File: config.mk
export PLATFORM = sky130hd
export DESIGN_NAME = hamming_serial_tx
export DESIGN_NICKNAME = d
export VERILOG_FILES = /design/src/rtl/hamming_serial_tx.sv
export SDC_FILE = /design/constraint.sdc
export NUM_CORES = 1
export LEC_CHECK = 0
export CAP_MARGIN = 20
export CORE_MARGIN = 2
export CORE_UTILIZATION = 49
export CTS_CLUSTER_SIZE = 28
export DETAILED_ROUTE_END_ITERATION = 6
export GPL_TIMING_DRIVEN = 0
export PLACE_DENSITY_LB_ADDON = 0.05
export SYNTH_ARGS = -nofsm -noshare
export SYNTH_HDL_FRONTEND = slang
export SYNTH_SLANG_ARGS = --single-unit
File: constraint.sdc
create_clock -name clk -period 4.05 [get_ports clk]
set_input_delay 0.6075 -clock clk [delete_from_list [all_inputs] [get_ports clk]]
set_output_delay 0.6075 -clock clk [all_outputs]
set_load 0.01 [all_outputs]
File: src/rtl/hamming_serial_tx.sv
// Serial transmitter for 7-bit Hamming codewords.
// Codewords are queued in a small FIFO through a register interface and sent
// as frames of one start bit (0), seven data bits LSB first and one stop bit (1).
//
// state   | meaning
// --------+--------------------------------------------------------
// S_IDLE  | line high, waiting for enable and a queued codeword
// S_START | start bit (0) for DIV+1 cycles
// S_DATA  | seven data bits, LSB first, DIV+1 cycles each
// S_STOP  | stop bit (1) for DIV+1 cycles, then back to idle
module hamming_serial_tx #(
   parameter int         FIFO_DEPTH = 4,
   parameter logic [7:0] DIV_RESET  = 8'h0F
) (
   input  logic       clk,
   input  logic       rst,
   input  logic [7:0] ui_in,
   output logic [7:0] uo_out,
   input  logic [3:0] address,
   input  logic       data_write,
   input  logic [7:0] data_in,
   output logic [7:0] data_out
);

   localparam int PTR_W = (FIFO_DEPTH > 1) ? $clog2(FIFO_DEPTH) : 1;

   typedef enum logic [1:0] {S_IDLE, S_START, S_DATA, S_STOP} state_t;

   state_t           state;
   state_t           next_state;

   logic [6:0]       fifo_mem [FIFO_DEPTH];
   logic [PTR_W-1:0] wr_ptr;
   logic [PTR_W-1:0] rd_ptr;
   logic [3:0]       count;

   logic [7:0]       div_q;
   logic             enable_q;
   logic             overflow_q;

   logic [7:0]       baud_cnt;
   logic [2:0]       bit_idx;
   logic [6:0]       shreg;
   logic             tx_q;
   logic             tx_d;
   logic             busy;

   logic             baud_zero;
   logic             fifo_empty;
   logic             fifo_full;
   logic             wr_txdata;
   logic             wr_div;
   logic             wr_status;
   logic             wr_ctrl;
   logic             pop;
   logic             push_ok;
   logic             push_drop;
   logic             unused_ui;

   assign unused_ui  = ^ui_in;

   assign baud_zero  = (baud_cnt == 8'd0);
   assign fifo_empty = (count == 4'd0);
   assign fifo_full  = (count == 4'(FIFO_DEPTH));

   assign wr_txdata  = data_write && (address == 4'h0);
   assign wr_div     = data_write && (address == 4'h1);
   assign wr_status  = data_write && (address == 4'h2);
   assign wr_ctrl    = data_write && (address == 4'h3);

   // A pop frees a slot in the same cycle, so a push into a full FIFO is
   // still accepted when the transmitter is taking the head entry.
   assign pop        = (state == S_IDLE) && enable_q && !fifo_empty;
   assign push_ok    = wr_txdata && (!fifo_full || pop);
   assign push_drop  = wr_txdata && !push_ok;

   // FIFO pointers and occupancy
   always_ff @(posedge clk) begin
      if (rst) begin
         wr_ptr <= '0;
         rd_ptr <= '0;
         count  <= 4'd0;
      end else begin
         if (push_ok) wr_ptr <= wr_ptr + PTR_W'(1);
         if (pop)     rd_ptr <= rd_ptr + PTR_W'(1);
         case ({push_ok, pop})
            2'b10:   count <= count + 4'd1;
            2'b01:   count <= count - 4'd1;
            default: count <= count;
         endcase
      end
   end

   // FIFO storage; contents are don't-care while empty, so no reset
   always_ff @(posedge clk) begin
      if (push_ok) fifo_mem[wr_ptr] <= data_in[6:0];
   end

   // Configuration registers; an overflow in the same cycle beats a clear
   always_ff @(posedge clk) begin
      if (rst) begin
         div_q      <= DIV_RESET;
         enable_q   <= 1'b0;
         overflow_q <= 1'b0;
      end else begin
         if (wr_div)  div_q    <= data_in;
         if (wr_ctrl) enable_q <= data_in[0];
         if (push_drop)
            overflow_q <= 1'b1;
         else if (wr_status && data_in[3])
            overflow_q <= 1'b0;
      end
   end

   // FSM state register
   always_ff @(posedge clk) begin
      if (rst) state <= S_IDLE;
      else     state <= next_state;
   end

   // FSM next-state logic
   always_comb begin
      next_state = state;
      case (state)
         S_IDLE:  if (pop) next_state = S_START;
         S_START: if (baud_zero) next_state = S_DATA;
         S_DATA:  if (baud_zero && (bit_idx == 3'd6)) next_state = S_STOP;
         S_STOP:  if (baud_zero) next_state = S_IDLE;
         default: next_state = S_IDLE;
      endcase
   end

   // FSM outputs: busy and the value the tx register takes at the next edge
   always_comb begin
      busy = (state != S_IDLE);
      tx_d = 1'b1;
      case (next_state)
         S_START: tx_d = 1'b0;
         S_DATA: begin
            if (state == S_START) tx_d = shreg[0];
            else if (baud_zero)   tx_d = shreg[1];
            else                  tx_d = shreg[0];
         end
         default: tx_d = 1'b1;
      endcase
   end

   // Bit-timing datapath: baud down-counter, shift register, bit index, tx flop
   always_ff @(posedge clk) begin
      if (rst) begin
         tx_q     <= 1'b1;
         shreg    <= 7'd0;
         bit_idx  <= 3'd0;
         baud_cnt <= 8'd0;
      end else begin
         tx_q <= tx_d;
         case (state)
            S_IDLE: begin
               if (pop) begin
                  shreg    <= fifo_mem[rd_ptr];
                  bit_idx  <= 3'd0;
                  baud_cnt <= div_q;
               end
            end
            S_START: begin
               if (baud_zero) baud_cnt <= div_q;
               else           baud_cnt <= baud_cnt - 8'd1;
            end
            S_DATA: begin
               if (baud_zero) begin
                  baud_cnt <= div_q;
                  shreg    <= shreg >> 1;
                  bit_idx  <= bit_idx + 3'd1;
               end else begin
                  baud_cnt <= baud_cnt - 8'd1;
               end
            end
            S_STOP: begin
               if (!baud_zero) baud_cnt <= baud_cnt - 8'd1;
            end
            default: baud_cnt <= baud_cnt;
         endcase
      end
   end

   // Register read mux
   always_comb begin
      data_out = 8'h00;
      case (address)
         4'h0:    data_out = {5'b0, count[2:0]};
         4'h1:    data_out = div_q;
         4'h2:    data_out = {4'b0, overflow_q, busy, fifo_full, fifo_empty};
         4'h3:    data_out = {7'b0, enable_q};
         default: data_out = 8'h00;
      endcase
   end

   assign uo_out = {6'b0, busy, tx_q};

endmodule

* Word-level counts from Yosys, hierarchy flattened
Memories as Yosys holds them, arrays and structs flattened. A register that Yosys moved wholly into a read port is not among the register bits.
Index checks and enable logic that the tools add are counted.
** Storage, ports and cells
- Register bits :: 39
- RAM bits :: 28
- Input port bits :: 23
- Logic and storage cells :: 84
- Memories kept :: 1
** Operators by class
- Add/subtract/negate cells :: 6
- Eq/ne operators :: 15
- Muxes and demuxes :: 26
- Reductions and logical operators :: 25
** Memory list
- fifo_mem :: words 4, width 7, rd ports 1, clocked after memory_dff 1, write ports 1, line 32 : logic [6:0] fifo_mem [FIFO_DEPTH];
** Operators with widths (count)
- 8-bit case mux with 4 select lines :: 1
- 8-bit 2-to-1 mux :: 3
- 8-bit case mux with 3 select lines :: 1
- 7-bit 2-to-1 mux :: 2
- 7-bit case mux with 2 select lines :: 1
- 2-bit 2-to-1 mux :: 6
- 1-bit logical AND :: 10
- 2-bit equality test, second input constant :: 4
- 4-bit by 2-bit equality test with 1-bit output, second input constant :: 2
- 4-bit logical NOT :: 2
- 8-bit logical NOT :: 1
- 2-bit case mux with 4 select lines :: 1
- 4-bit case mux with 2 select lines :: 1
- 2-bit nonzero test :: 4
- 8-bit by 1-bit subtractor with 8-bit output, second input constant :: 1
- 2-bit by 1-bit equality test with 1-bit output, second input constant :: 3
- 1-bit 2-to-1 mux :: 6
- 3-bit 2-to-1 mux :: 2
- 2-bit inequality test, second input constant :: 3
- 3-bit case mux with 2 select lines :: 1
- 2-bit by 1-bit adder with 2-bit output, second input constant :: 2
- 4-bit by 1-bit adder with 4-bit output, second input constant :: 1
- 4-bit by 1-bit equality test with 1-bit output, second input constant :: 1
- 4-bit by 3-bit equality test with 1-bit output, second input constant :: 1
- 10 further kinds :: 12

* Longest topological paths before layout
- Depth in word-level cells :: 8
- Gate-level depth with buffers :: 14
- Mapped depth without buffers :: 13

* Worst setup path before layout
Ideal clock, no wire load.
- Path type :: input-to-reg
- Start :: in address[3]
- End :: reg count[2]
- Setup time :: 70 ps
- Data arrival time :: 3095 ps
- Required time :: 3980 ps
- Slack :: 885 ps
- Stages on the path :: 11
- Path buffers :: 0
- Cells stage by stage :: or2_2 > nor3b_1 > nor3b_1 > inv_1 > ha_1 > xor2_1 > ha_1 > a21oi_1 > xor2_1 > or3_1 > a21oi_1
** Between the ends
- Word-level cells in the longest chain between the ends :: 5
- Elaborated cells on any way between the ends :: 7
- Those cells by class :: eq/ne (2); mux (1); reduce/logical (4)
** RTL lines
- start, declared :: line 19 : input logic [3:0] address,
- 4-bit logical NOT * :: line 66 : assign wr_txdata = data_write && (address == 4'h0);
- 1-bit logical AND * :: line 66
- 1-bit logical AND * :: line 74 : assign push_ok = wr_txdata && (!fifo_full || pop);
- 2-bit by 1-bit equality test with 1-bit output / 2-bit equality test (equally long branches) :: line 86 : case ({push_ok, pop})
- 4-bit case mux with 2 select lines / 2-bit nonzero test (equally long branches)
- end signal, assigned :: line 87 : 2'b10: count <= count + 4'd1;
- end signal, assigned :: line 88 : 2'b01: count <= count - 4'd1;
- end signal, assigned :: line 89 : default: count <= count;
- end, declared :: line 35 : logic [3:0] count;
Mark *: on every way between the ends. The rest lies on a longest branch, timed or not.
A chain may end at the register's enable or synchronous reset.

* Worst setup path in the final report
Same ends and word-level chain as after synthesis.

==> impl_metrics.json <==
{
  "fp.coreArea_um2": 6830,
  "synthArstFlopShare_pct": 0,
  "p_per_area_nw_per_um2": 358,
  "slew_violations": 0,
  "clock_latency_ns": 0.35,
  "syn_area_per_cell_um2": 10.0,
  "fin_ws_ns": 0.462,
  "grt_start_max_net_pins": 15,
  "status": "complete, no violations",
  "maxCapViolations": 0,
  "fmax_ghz": 0.279,
  "num_antenna_cells": 0,
  "synthToLayoutAreaGrowth_pct": 16.2,
  "cts.clk_slew.worst_paths_ns": 0.09,
  "wl_per_cell_um": 15.0,
  "ctsHoldBuffers": 0,
  "cts-root-buf": "clkbuf_8",
  "pre_cts_slack_ns": 0.0551,
  "num_rows": 30,
  "io-pin-count": 39,
  "startpoint_type": "input port",
  "yosys_warnings": 0,
  "setup_violations": 0,
  "dieArea_um2": 7810,
  "grt_pass1_vias": 2462,
  "dr.pass1.iters": 4,
  "post_cts_resized": 0,
  "drive_gt1_share_pct": 9.72,
  "slew-limit-headroom_pct": 41.0,
  "hold_violations": 0,
  "cts_buffers": 9,
  "grt_pass1_wl_mm": 11.9,
  "holdWs_ns": 0.479,
  "netlist_instances": 348,
  "final_cell_mix": "41 x dfxtp_1, 35 x nor2_1, 28 x edfxtp_1",
  "ys_seq_area_share_pct": 47.6,
  "grt_setup_unrepaired": "no",
  "dp_hpwl_mm": 5.26,
  "fp.dieW_um": 88.4,
  "placement.io_buffers": 22,
  "arrival_ns": 3.87,
  "clock_sinks": 69,
  "p_leak_nw": 1.46,
  "vias_per_cell": 5.37,
  "setup_tns_ns": 0,
  "synthesis.area_um2": 3490,
  "initial_core_util_pct": 51.1,
  "layout.cells.non_filler": 487,
  "critPathMaxFanout": 7,
  "ant_nets": 0,
  "antenna_found_initial": 0,
  "postPlaceCellArea_um2": 3850,
  "grt_use_total_pct": 20.4,
  "worstSetupPathType": "in -> reg",
  "drc": 0,
  "synth-edff-count": 28,
  "ys.flop_type": "dfxtp_1",
  "worst_slew_pin_slew_ns": 0.877,
  "required_ns": 4.34,
  "cts_tree": "done",
  "gp_congestion": 0.851,
  "fin_worst_skew_ns": 0.0168,
  "ys_ff_latch": 69,
  "finalPower_mw": 1.45,
  "end_kind": "flip-flop",
  "period_needed_ns": 3.59,
  "gr-total-overflow": 0,
  "cts_setup_buffers": 0,
  "drt-total-wl_mm": 7.30,
  "post-route-cell-area_um2": 4050,
  "place_inst": 471,
  "layout_commonest_cell": "dfxtp_1",
  "vias": 2616,
  "drt_iter0_markers": 124,
  "nets": 425,
  "hp-class": "reg -> reg",
  "htreeDepth": 3,
  "ir_worst_vdd_uv": 264,
  "post-route-util_pct": 59.3,
  "period_share_pct": 88.6,
  "die_h_um": 88.4,
  "synthDistinctLibCells": 54,
  "clock_path_buffers": 2
}
## area by class of cell
class | count | area, µm²
plain buffers | 29 | 143
clock buffers | 9 | 124
clock inverters | 7 | 81.3
fillers | 610 | 2780
inverters | 16 | 60.1
multi-input cells | 239 | 1640
flip-flops and latches | 69 | 1660
well taps | 96 | 120
repair buffers | 22 | 220
## kinds of logic after synthesis
kind of cell	Yosys count	share of synthesized area [%]
and+or+nand+nor	113	16.5
buffers and inverters	45	5.81
muxes	19	8.00
DFF	69	47.6
other	1	0.108
xor gates and xnor gates	7	1.76
adders and majority gates	16	5.74
AOI/OAI and AO/OA	78	14.5
## registers in the layout (all words and copies together), names as in the netlist, named ones only
signal      cells
overflow_q      1
shreg           7
rd_ptr          2
enable_q        1
wr_ptr          2
tx_q            1
state           2
bit_idx         3
fifo_mem       28
baud_cnt        8
count           4
div_q           8
## worst max-delay path: stages
cell             delay (ns)
clkdlybuf4s50_1        0.41
or2_2                  0.36
nor3b_1                0.33
nor3b_1                0.71
inv_1                  0.14
ha_1                   0.29
xor2_1                 0.16
ha_1                   0.18
a21oi_1                0.14
xor2_1                 0.10
or3_1                  0.31
a21oi_1                0.14
## synth_stat cells, types with 2 or more instances
master	number	area, µm²
inv_1	16	60.1
nand3b_1	2	15.0
buf_4	8	60.1
xor2_1	4	35.0
a21oi_1	26	130
o21ai_0	12	60.1
buf_2	2	10.0
a211oi_1	14	105
mux2i_1	11	110
a211o_1	4	35.0
and2_1	8	50.1
nor2_1	35	131
o31ai_1	3	22.5
dfxtp_1	41	821
clkbuf_1	17	63.8
nor3b_1	3	22.5
and3_1	9	56.3
edfxtp_1	28	841
nand2_1	20	75.1
mux4_2	7	158
xnor2_1	3	26.3
o2bb2ai_1	2	17.5
or3_1	2	12.5
nand2b_1	5	31.3
nand3_1	7	35.0
a31oi_1	3	18.8
nand4_1	2	12.5
o22ai_1	2	12.5
nor2b_1	3	18.8
or4_1	4	30.0
ha_1	16	200
nor3_1	7	35.0
## power breakdown
part | switching [mW] | total, mW | internal [mW]
registers | 0.00723 | 0.735 | 0.728
clock network | 0.288 | 0.581 | 0.293
logic | 0.0771 | 0.134 | 0.0572
total | 0.372 | 1.45 | 1.08
## worst paths after layout
path,start,end,slack [ns],cells past startpoint
hold reg to reg,div_q[7],div_q[7],0.48,2
hold / removal,div_q[7],div_q[7],0.48,2
setup reg to reg,state[0],count[2],0.55,14
setup / recovery,address[3],count[2],0.46,12
## metal layers
layer / GRT usage, % / share of wire, % / vias to the layer above
li1: - / - / 1312
met1: 27.6 / 47 / 1233
met2: 32.3 / 47 / 67
met3: 5.22 / 5.5 / 4
met4: 7.02 / 0.86 / 0
met5: 0 / 0 / -
Power figures use the tool's default switching activity.
